## src/rtl/d_imm_encoder.sv

```systemverilog
// d_imm_encoder: expands a 32-bit constant load (li) into the shortest MIPS
// I-type sequence (ADDI, LUI, ORI, or LUI followed by ORI).
module d_imm_encoder #(
    parameter logic [5:0]  OPC_ADDI = 6'b001000,
    parameter logic [5:0]  OPC_LUI  = 6'b001111,
    parameter logic [5:0]  OPC_ORI  = 6'b001101,
    parameter int unsigned CNT_W    = 16
) (
    input  logic             i_clk,
    input  logic             i_rst,
    input  logic             i_valid,
    output logic             o_ready,
    input  logic [31:0]      i_data_imm,
    input  logic [4:0]       i_data_rt,
    output logic             o_valid,
    input  logic             i_ready,
    output logic [31:0]      o_data_instr,
    output logic             o_last,
    output logic [CNT_W-1:0] o_cnt_split
);

    localparam int unsigned IMM_W = 16;
    localparam int unsigned REG_W = 5;

    typedef struct packed {
        logic [5:0]       opc;
        logic [REG_W-1:0] rs;
        logic [REG_W-1:0] rt;
        logic [IMM_W-1:0] imm;
    } instr_t;

    typedef enum logic [1:0] {
        IDLE   = 2'd0,
        SINGLE = 2'd1,
        HI     = 2'd2,
        LO     = 2'd3
    } state_t;

    state_t           state_q, state_d;
    instr_t           instr_q, instr_d;
    logic             valid_q, valid_d;
    logic             last_q,  last_d;
    logic             ready_q, ready_d;
    logic [CNT_W-1:0] cnt_q,   cnt_d;
    logic [IMM_W-1:0] lo_q,    lo_d;
    logic [REG_W-1:0] rt_q,    rt_d;

    logic [IMM_W-1:0] in_hi;
    logic [IMM_W-1:0] in_lo;
    logic             is_sext;
    logic             is_upper;
    logic             is_zext;

    // Classify the incoming constant; priority is applied in the FSM below
    always_comb begin
        in_hi    = i_data_imm[31:16];
        in_lo    = i_data_imm[15:0];
        is_sext  = (&i_data_imm[31:15]) | ~(|i_data_imm[31:15]);
        is_upper = ~(|in_lo);
        is_zext  = ~(|in_hi);
    end

    // Next-state and next-output logic; outputs are registered from these
    always_comb begin
        state_d = state_q;
        instr_d = instr_q;
        valid_d = valid_q;
        last_d  = last_q;
        ready_d = ready_q;
        cnt_d   = cnt_q;
        lo_d    = lo_q;
        rt_d    = rt_q;
        case (state_q)
            IDLE: begin
                if (i_valid) begin
                    rt_d    = i_data_rt;
                    lo_d    = in_lo;
                    valid_d = 1'b1;
                    ready_d = 1'b0;
                    if (is_sext) begin
                        instr_d = '{opc: OPC_ADDI, rs: '0, rt: i_data_rt, imm: in_lo};
                        last_d  = 1'b1;
                        state_d = SINGLE;
                    end else if (is_upper) begin
                        instr_d = '{opc: OPC_LUI, rs: '0, rt: i_data_rt, imm: in_hi};
                        last_d  = 1'b1;
                        state_d = SINGLE;
                    end else if (is_zext) begin
                        instr_d = '{opc: OPC_ORI, rs: '0, rt: i_data_rt, imm: in_lo};
                        last_d  = 1'b1;
                        state_d = SINGLE;
                    end else begin
                        instr_d = '{opc: OPC_LUI, rs: '0, rt: i_data_rt, imm: in_hi};
                        last_d  = 1'b0;
                        state_d = HI;
                    end
                end
            end
            HI: begin
                if (i_ready) begin
                    instr_d = '{opc: OPC_ORI, rs: rt_q, rt: rt_q, imm: lo_q};
                    last_d  = 1'b1;
                    state_d = LO;
                    if (cnt_q != {CNT_W{1'b1}}) begin
                        cnt_d = cnt_q + CNT_W'(1);
                    end
                end
            end
            SINGLE, LO: begin
                if (i_ready) begin
                    valid_d = 1'b0;
                    last_d  = 1'b0;
                    ready_d = 1'b1;
                    state_d = IDLE;
                end
            end
            default: begin
                valid_d = 1'b0;
                last_d  = 1'b0;
                ready_d = 1'b1;
                state_d = IDLE;
            end
        endcase
    end

    // State and output registers; reset abandons any expansion in flight
    always_ff @(posedge i_clk) begin
        if (i_rst) begin
            state_q <= IDLE;
            instr_q <= '0;
            valid_q <= 1'b0;
            last_q  <= 1'b0;
            ready_q <= 1'b1;
            cnt_q   <= '0;
            lo_q    <= '0;
            rt_q    <= '0;
        end else begin
            state_q <= state_d;
            instr_q <= instr_d;
            valid_q <= valid_d;
            last_q  <= last_d;
            ready_q <= ready_d;
            cnt_q   <= cnt_d;
            lo_q    <= lo_d;
            rt_q    <= rt_d;
        end
    end

    assign o_ready      = ready_q;
    assign o_valid      = valid_q;
    assign o_last       = last_q;
    assign o_data_instr = instr_q;
    assign o_cnt_split  = cnt_q;

endmodule

```

## config.mk

```make
export PLATFORM = sky130hd
export DESIGN_NAME = d_imm_encoder
export DESIGN_NICKNAME = d
export VERILOG_FILES = /design/src/rtl/d_imm_encoder.sv
export SDC_FILE = /design/constraint.sdc
export NUM_CORES = 1
export LEC_CHECK = 0
export CAP_MARGIN = 20
export CORE_MARGIN = 5
export CORE_UTILIZATION = 45
export DETAILED_ROUTE_END_ITERATION = 12
export GPL_ROUTABILITY_DRIVEN = 0
export PLACE_DENSITY = 0.75
export SETUP_SLACK_MARGIN = 0.3
export SYNTH_ARGS = -nofsm -noshare
export SYNTH_HDL_FRONTEND = slang
export SYNTH_SLANG_ARGS = --single-unit
```

## constraint.sdc

```tcl
create_clock -name i_clk -period 2.3 [get_ports i_clk]
set_input_delay 0.46 -clock i_clk [delete_from_list [all_inputs] [get_ports i_clk]]
set_output_delay 0.46 -clock i_clk [all_outputs]
set_load 0.005 [all_outputs]
```

# Word level (Yosys, flattened, before mapping)
# Cells that the tools add are included.
dict set report totals {
  out_inout_bits 51
  latchBits 0
  input_bits 41
  mem_bits_rw 0
  romBits 0
  word_cells 58
  reg_bits 74
  n_memories 0
}
dict set report classes {
  eq_ne 7
  addsub 1
  multipliers 0
  n_bitwise 2
  mux 24
  order_cmp 0
  reduce_logical 13
  n_div 0
  shift 0
}
# cell n
set op_table {}
lappend op_table {{32-bit two-way mux} 2}
lappend op_table {{32-bit one-hot mux with 2 select lines} 1}
lappend op_table {{28-bit two-way mux} 2}
lappend op_table {{16-bit OR reduction} 2}
lappend op_table {{29-bit two-way mux} 1}
lappend op_table {{17-bit AND reduction} 1}
lappend op_table {{17-bit OR reduction} 1}
lappend op_table {{16-bit by 1-bit adder with 16-bit output, second input constant} 1}
lappend op_table {{16-bit != test, second input constant} 1}
lappend op_table {{2-bit two-way mux} 6}
lappend op_table {{3-bit AND reduction} 4}
lappend op_table {{1-bit two-way mux} 8}
lappend op_table {{2-bit != test, second input constant} 3}
lappend op_table {{2-bit one-hot mux with 3 select lines} 1}
lappend op_table {{2-bit equality test, second input constant} 2}
lappend op_table {{1-bit one-hot mux with 2 select lines} 2}
lappend op_table {{2-bit nonzero test} 2}
lappend op_table {{1-bit one-hot mux with 3 select lines} 1}
lappend op_table {{2-bit by 1-bit equality test with 1-bit output, second input constant} 1}
lappend op_table {{2-bit logical NOT} 1}
lappend op_table {{2-bit AND reduction} 1}
lappend op_table {{2-bit OR reduction} 1}
lappend op_table {{1-bit inverter} 1}
lappend op_table {{1-bit OR} 1}

# Longest topological paths before layout
# Gate-level depths: netlist (run 1).
dict set report logic_depth {
  ltp_word 6
  mapped_depth 7
  mapped_depth_nobuf 5
}

# Worst setup path before layout (run 1)
# No wires, ideal clock.
dict set report synth_path {
  path_kind {input to register}
  start {in i_data_imm[18]}
  end {reg instr_q, in the netlist o_data_instr[6]}
  stages 6
  required_ns 2.162
  setup_time_ns 0.138
  t_arrival_ns 1.647
  path_slack_ns 0.516
  cell_sequence {nand4_1 or4_4 buf_6 buf_2 o2111ai_1 o221ai_2}
}
dict set report synth_via {
  elab_chain_len 6
  word_cells_on_any_way 10
  classes_between {5 x mux; 2 x bitwise; 3 x reduce/logical}
}
# element line
set synth_lines {}
lappend synth_lines {{from (decl)} 13} ;# input logic [31:0] i_data_imm,
lappend synth_lines {{16-bit OR reduction or 17-bit OR reduction (tied branches)} {60, 58}}
lappend synth_lines {{28-bit two-way mux or 1-bit inverter (tied branches)} {88, 58}}
lappend synth_lines {{28-bit two-way mux or 1-bit OR (tied branches)} {84, 58}}
lappend synth_lines {{29-bit two-way mux (*)} 80} ;# if (is_sext) begin
lappend synth_lines {{32-bit two-way mux (*)} 75} ;# if (i_valid) begin
lappend synth_lines {{32-bit one-hot mux with 2 select lines (*)} 73} ;# case (state_q)
lappend synth_lines {{to (signal assigned)} 139} ;# instr_q <= instr_d;
lappend synth_lines {{to (decl)} 40} ;# instr_t instr_q, instr_d;
# Mark *: on every way between the ends. The rest lies on a longest branch, timed or not. The select of a mux whose other input is x is not followed.
# A chain may end at the register's enable or synchronous reset.

# Final worst setup path (run 1)
dict set report layout_path {
  start {in i_data_imm[19]}
  end {reg instr_q, in the netlist o_data_instr[0]}
}
# Same word-level chain as after synthesis.

==> impl_metrics.json, run 1 <==
{
  "crit_fanout": 5,
  "vias": 3707,
  "port_buffers": 89,
  "min_path_cells": 2,
  "fin_skew_ns": 0.01255,
  "crit_required_ns": 2.50,
  "synth_cells": 430,
  "synth_area_um2": 3551,
  "yosys.area.top_type": "dfxtp_1",
  "synth_edf_count": 0,
  "place.detailed.hpwl_mm": 7.104,
  "die_h_um": 98.83,
  "antenna_found_initial": 0,
  "cts_sinks": 70,
  "power.total_w": 0.003034,
  "rsz0062_at_grt": "true",
  "insertedDiodeCount": 0,
  "final_cell_mix": "clkdlybuf4s50_1, nand2_1, dfxtp_1, a21oi_1, buf_4",
  "drv_slew": 0,
  "hold_buffers": 0,
  "grt_pass1_wl_mm": 17.24,
  "final_core_util": 0.6349,
  "place_worst_setup_slack_ns": -0.05367,
  "die_w_um": 98.83,
  "vias_per_cell": 5.922,
  "powerDensity_nw_per_um2": 621.6,
  "grt-ovfl-total": 0,
  "drc": 0,
  "fin_area_um2": 4881,
  "arrival_ns": 2.17,
  "htreeDepth": 3,
  "leakage_nw": 1.593,
  "tns_ns": 0,
  "io_pins": 92,
  "numCtsBuffers": 9,
  "nets": 561,
  "synth_seq_cells": 70,
  "vdd_drop_max_v": 0.0005931,
  "setup_violations": 0,
  "layout_setup_ws_ns": 0.3339,
  "wl_mm": 10.47,
  "synth_area_leaders": "dfxtp_1, nand2_1, a21oi_1",
  "dr.pass1.iters": 4,
  "ys_types": 51,
  "synth_top_area_share": 0.3946,
  "period_share": 0.8548,
  "grt_max_degree": 92,
  "endpoint_kind": "register",
  "ff2ff_path_depth": 4,
  "cts_tree": "done",
  "ys.flop_type": "dfxtp_1",
  "top_layer_used": "met4",
  "status": "finished, final reports clean",
  "clock_latency_ns": 0.34,
  "die_area_um2": 9767,
  "start_util": 0.4619,
  "worst-setup-path-type": "in2reg",
  "clk_pin_slew_worst_paths_ns": 0.08,
  "cp-start-kind": "input pin",
  "cts_root_buf": "clkbuf_8",
  "final_layout_size_suffix_gt1_frac": 0.1279,
  "wire_per_inst_um": 16.73,
  "drv_cap": 0,
  "rows": 32,
  "wl_met3_um": 871,
  "place_area_um2": 4643,
  "clockBufferDepth": 2,
  "wl_met1_mm": 4.448,
  "coreArea_um2": 7687,
  "areaGrowthSynthToFinish_pct": 37.46,
  "wl_met2_mm": 4.975,
  "hold_path.class": "reg2reg",
  "async_reset_ff_frac": 0,
  "max_freq_mhz": 508.6,
  "yosysSeqAreaShare": 0.3946,
  "grt_pass1_vias": 3580,
  "yosysWarnings": 0,
  "avgSynthCellArea_um2": 8.258,
  "drt_iter0_markers": 232,
  "track_usage": 0.2143,
  "ant_nets": 0,
  "layout_commonest_cell": "clkdlybuf4s50_1",
  "post_cts_buffers": 0,
  "fin_crit_ns": 1.966,
  "hold_violations": 0
}
==> layer usage <==
metal,vias up,track usage
li1,1798,-
met1,1738,0.2755
met2,154,0.3435
met3,17,0.06369
met4,0,0.07248
met5,-,0
==> metrics by stage <==
step | cells | hold WS (ns)
6_report | 626 | 0.4447
5_1_grt | 626 | 0.4757
4_1_cts | 626 | 0.4502
3_5_place_dp | 610 | 0.4396
3_3_place_gp | 610 | 0.4313
2_1_floorplan | 431 | 0.4363
==> kinds of logic after synthesis <==
group                    Yosys count  share of synthesized area
multiplexers                       3                   0.008457
AO/OA/AOI/OAI                    137                     0.2791
adder cells (fa/ha/maj)            1                   0.003523
flip-flops                        70                     0.3946
AND/OR/NAND/NOR                  164                     0.2424
buffers and inverters             54                    0.07082
other                              1                   0.001056
==> cell type report <==
| type | instances | area, µm² |
|---|---|---|
| Inverter | 16 | 60.06 |
| Sequential cell | 70 | 1401 |
| Clock inverter | 3 | 42.54 |
| Clock buffer | 13 | 158.9 |
| Tap cell | 102 | 127.6 |
| Timing Repair Buffer | 115 | 1140 |
| Fill cell | 695 | 2806 |
| Multi-Input combinational cell | 307 | 1951 |
==> critical path, cell delays in order <==
cell	delay (ns)
clkdlybuf4s50_1	0.52
nand2_1	0.08
or4_4	0.59
buf_4	0.19
o2111ai_1	0.18
o221ai_1	0.15
==> state kept, by name, indices dropped and copies added (netlist names) <==
register / flops
o_data_instr: 29
o_cnt_split: 16
o_ready: 1
rt_q: 5
state_q: 1
o_valid: 1
lo_q: 16
o_last: 1
==> power by group <==
group	switching, W	total [W]	leakage (nW)	internal [W]
Clock	0.000461	0.00102	0.0996	0.000560
Combinational	0.000334	0.000654	0.921	0.000321
Sequential	0.0000599	0.00136	0.572	0.00130
==> synth_stat cells, types with 6 or more instances <==
master	n
a21oi_1	44
a211oi_1	15
nor3_1	14
nand3b_1	6
buf_2	8
o31ai_1	10
nand2_1	71
nand4_1	7
a31oi_1	12
inv_1	16
or4_1	10
nor2_1	7
o211ai_1	12
o2111ai_1	10
dfxtp_1	70
clkbuf_1	20
nor4_1	8
nand3_1	15
==> what timing repair did <==
item,CTS,global route
pin swaps,1,2
endpoints found under the setup margin,2,9
hold endpoints to repair,0,0
gates resized for setup,3,8
==> path summary, 6_finish.rpt <==
path | start | end | slack (ns)
worst max-delay path | i_data_imm[19] | o_data_instr[0] | 0.33
worst min-delay path | o_ready | o_ready | 0.44
worst max register to register | o_cnt_split[6] | o_cnt_split[13] | 0.43
worst min register to register | o_ready | o_ready | 0.44
No activity file was read; power rests on OpenSTA's default activity.
==> run 2, diff against run 1 <==
--- a/config.mk
+++ b/config.mk
@@ -10,6 +10,7 @@
 export CORE_UTILIZATION = 45
 export DETAILED_ROUTE_END_ITERATION = 12
 export GPL_ROUTABILITY_DRIVEN = 0
+export HOLD_SLACK_MARGIN = 0.03
 export PLACE_DENSITY = 0.75
 export SETUP_SLACK_MARGIN = 0.3
 export SYNTH_ARGS = -nofsm -noshare
==> constraint.sdc (replaced) <==
create_clock -name i_clk -period 2.3 [get_ports i_clk]
set_input_delay 0.46 -clock i_clk [delete_from_list [all_inputs] [get_ports i_clk]]
set_output_delay 0.46 -clock i_clk [all_outputs]
set_load 0.01 [all_outputs]
==> results of run 2 <==
The final DEF is identical to that of run 1. Status: finished, final reports clean.
Among the figures that moved: total power 0.003034 W -> 0.003058 W; worst IR drop on VDD 0.0005931 V -> 0.0006002 V
==> run 3, diff against run 2 <==
--- a/config.mk
+++ b/config.mk
@@ -13,6 +13,7 @@
 export HOLD_SLACK_MARGIN = 0.03
 export PLACE_DENSITY = 0.75
 export SETUP_SLACK_MARGIN = 0.3
+export SLEW_MARGIN = 20
 export SYNTH_ARGS = -nofsm -noshare
 export SYNTH_HDL_FRONTEND = slang
 export SYNTH_SLANG_ARGS = --single-unit
==> results of run 3 <==
The final DEF is identical to that of run 1. Status: finished, final reports clean.
Among the figures that moved: total power 0.003034 W -> 0.003058 W; worst IR drop on VDD 0.0005931 V -> 0.0006002 V
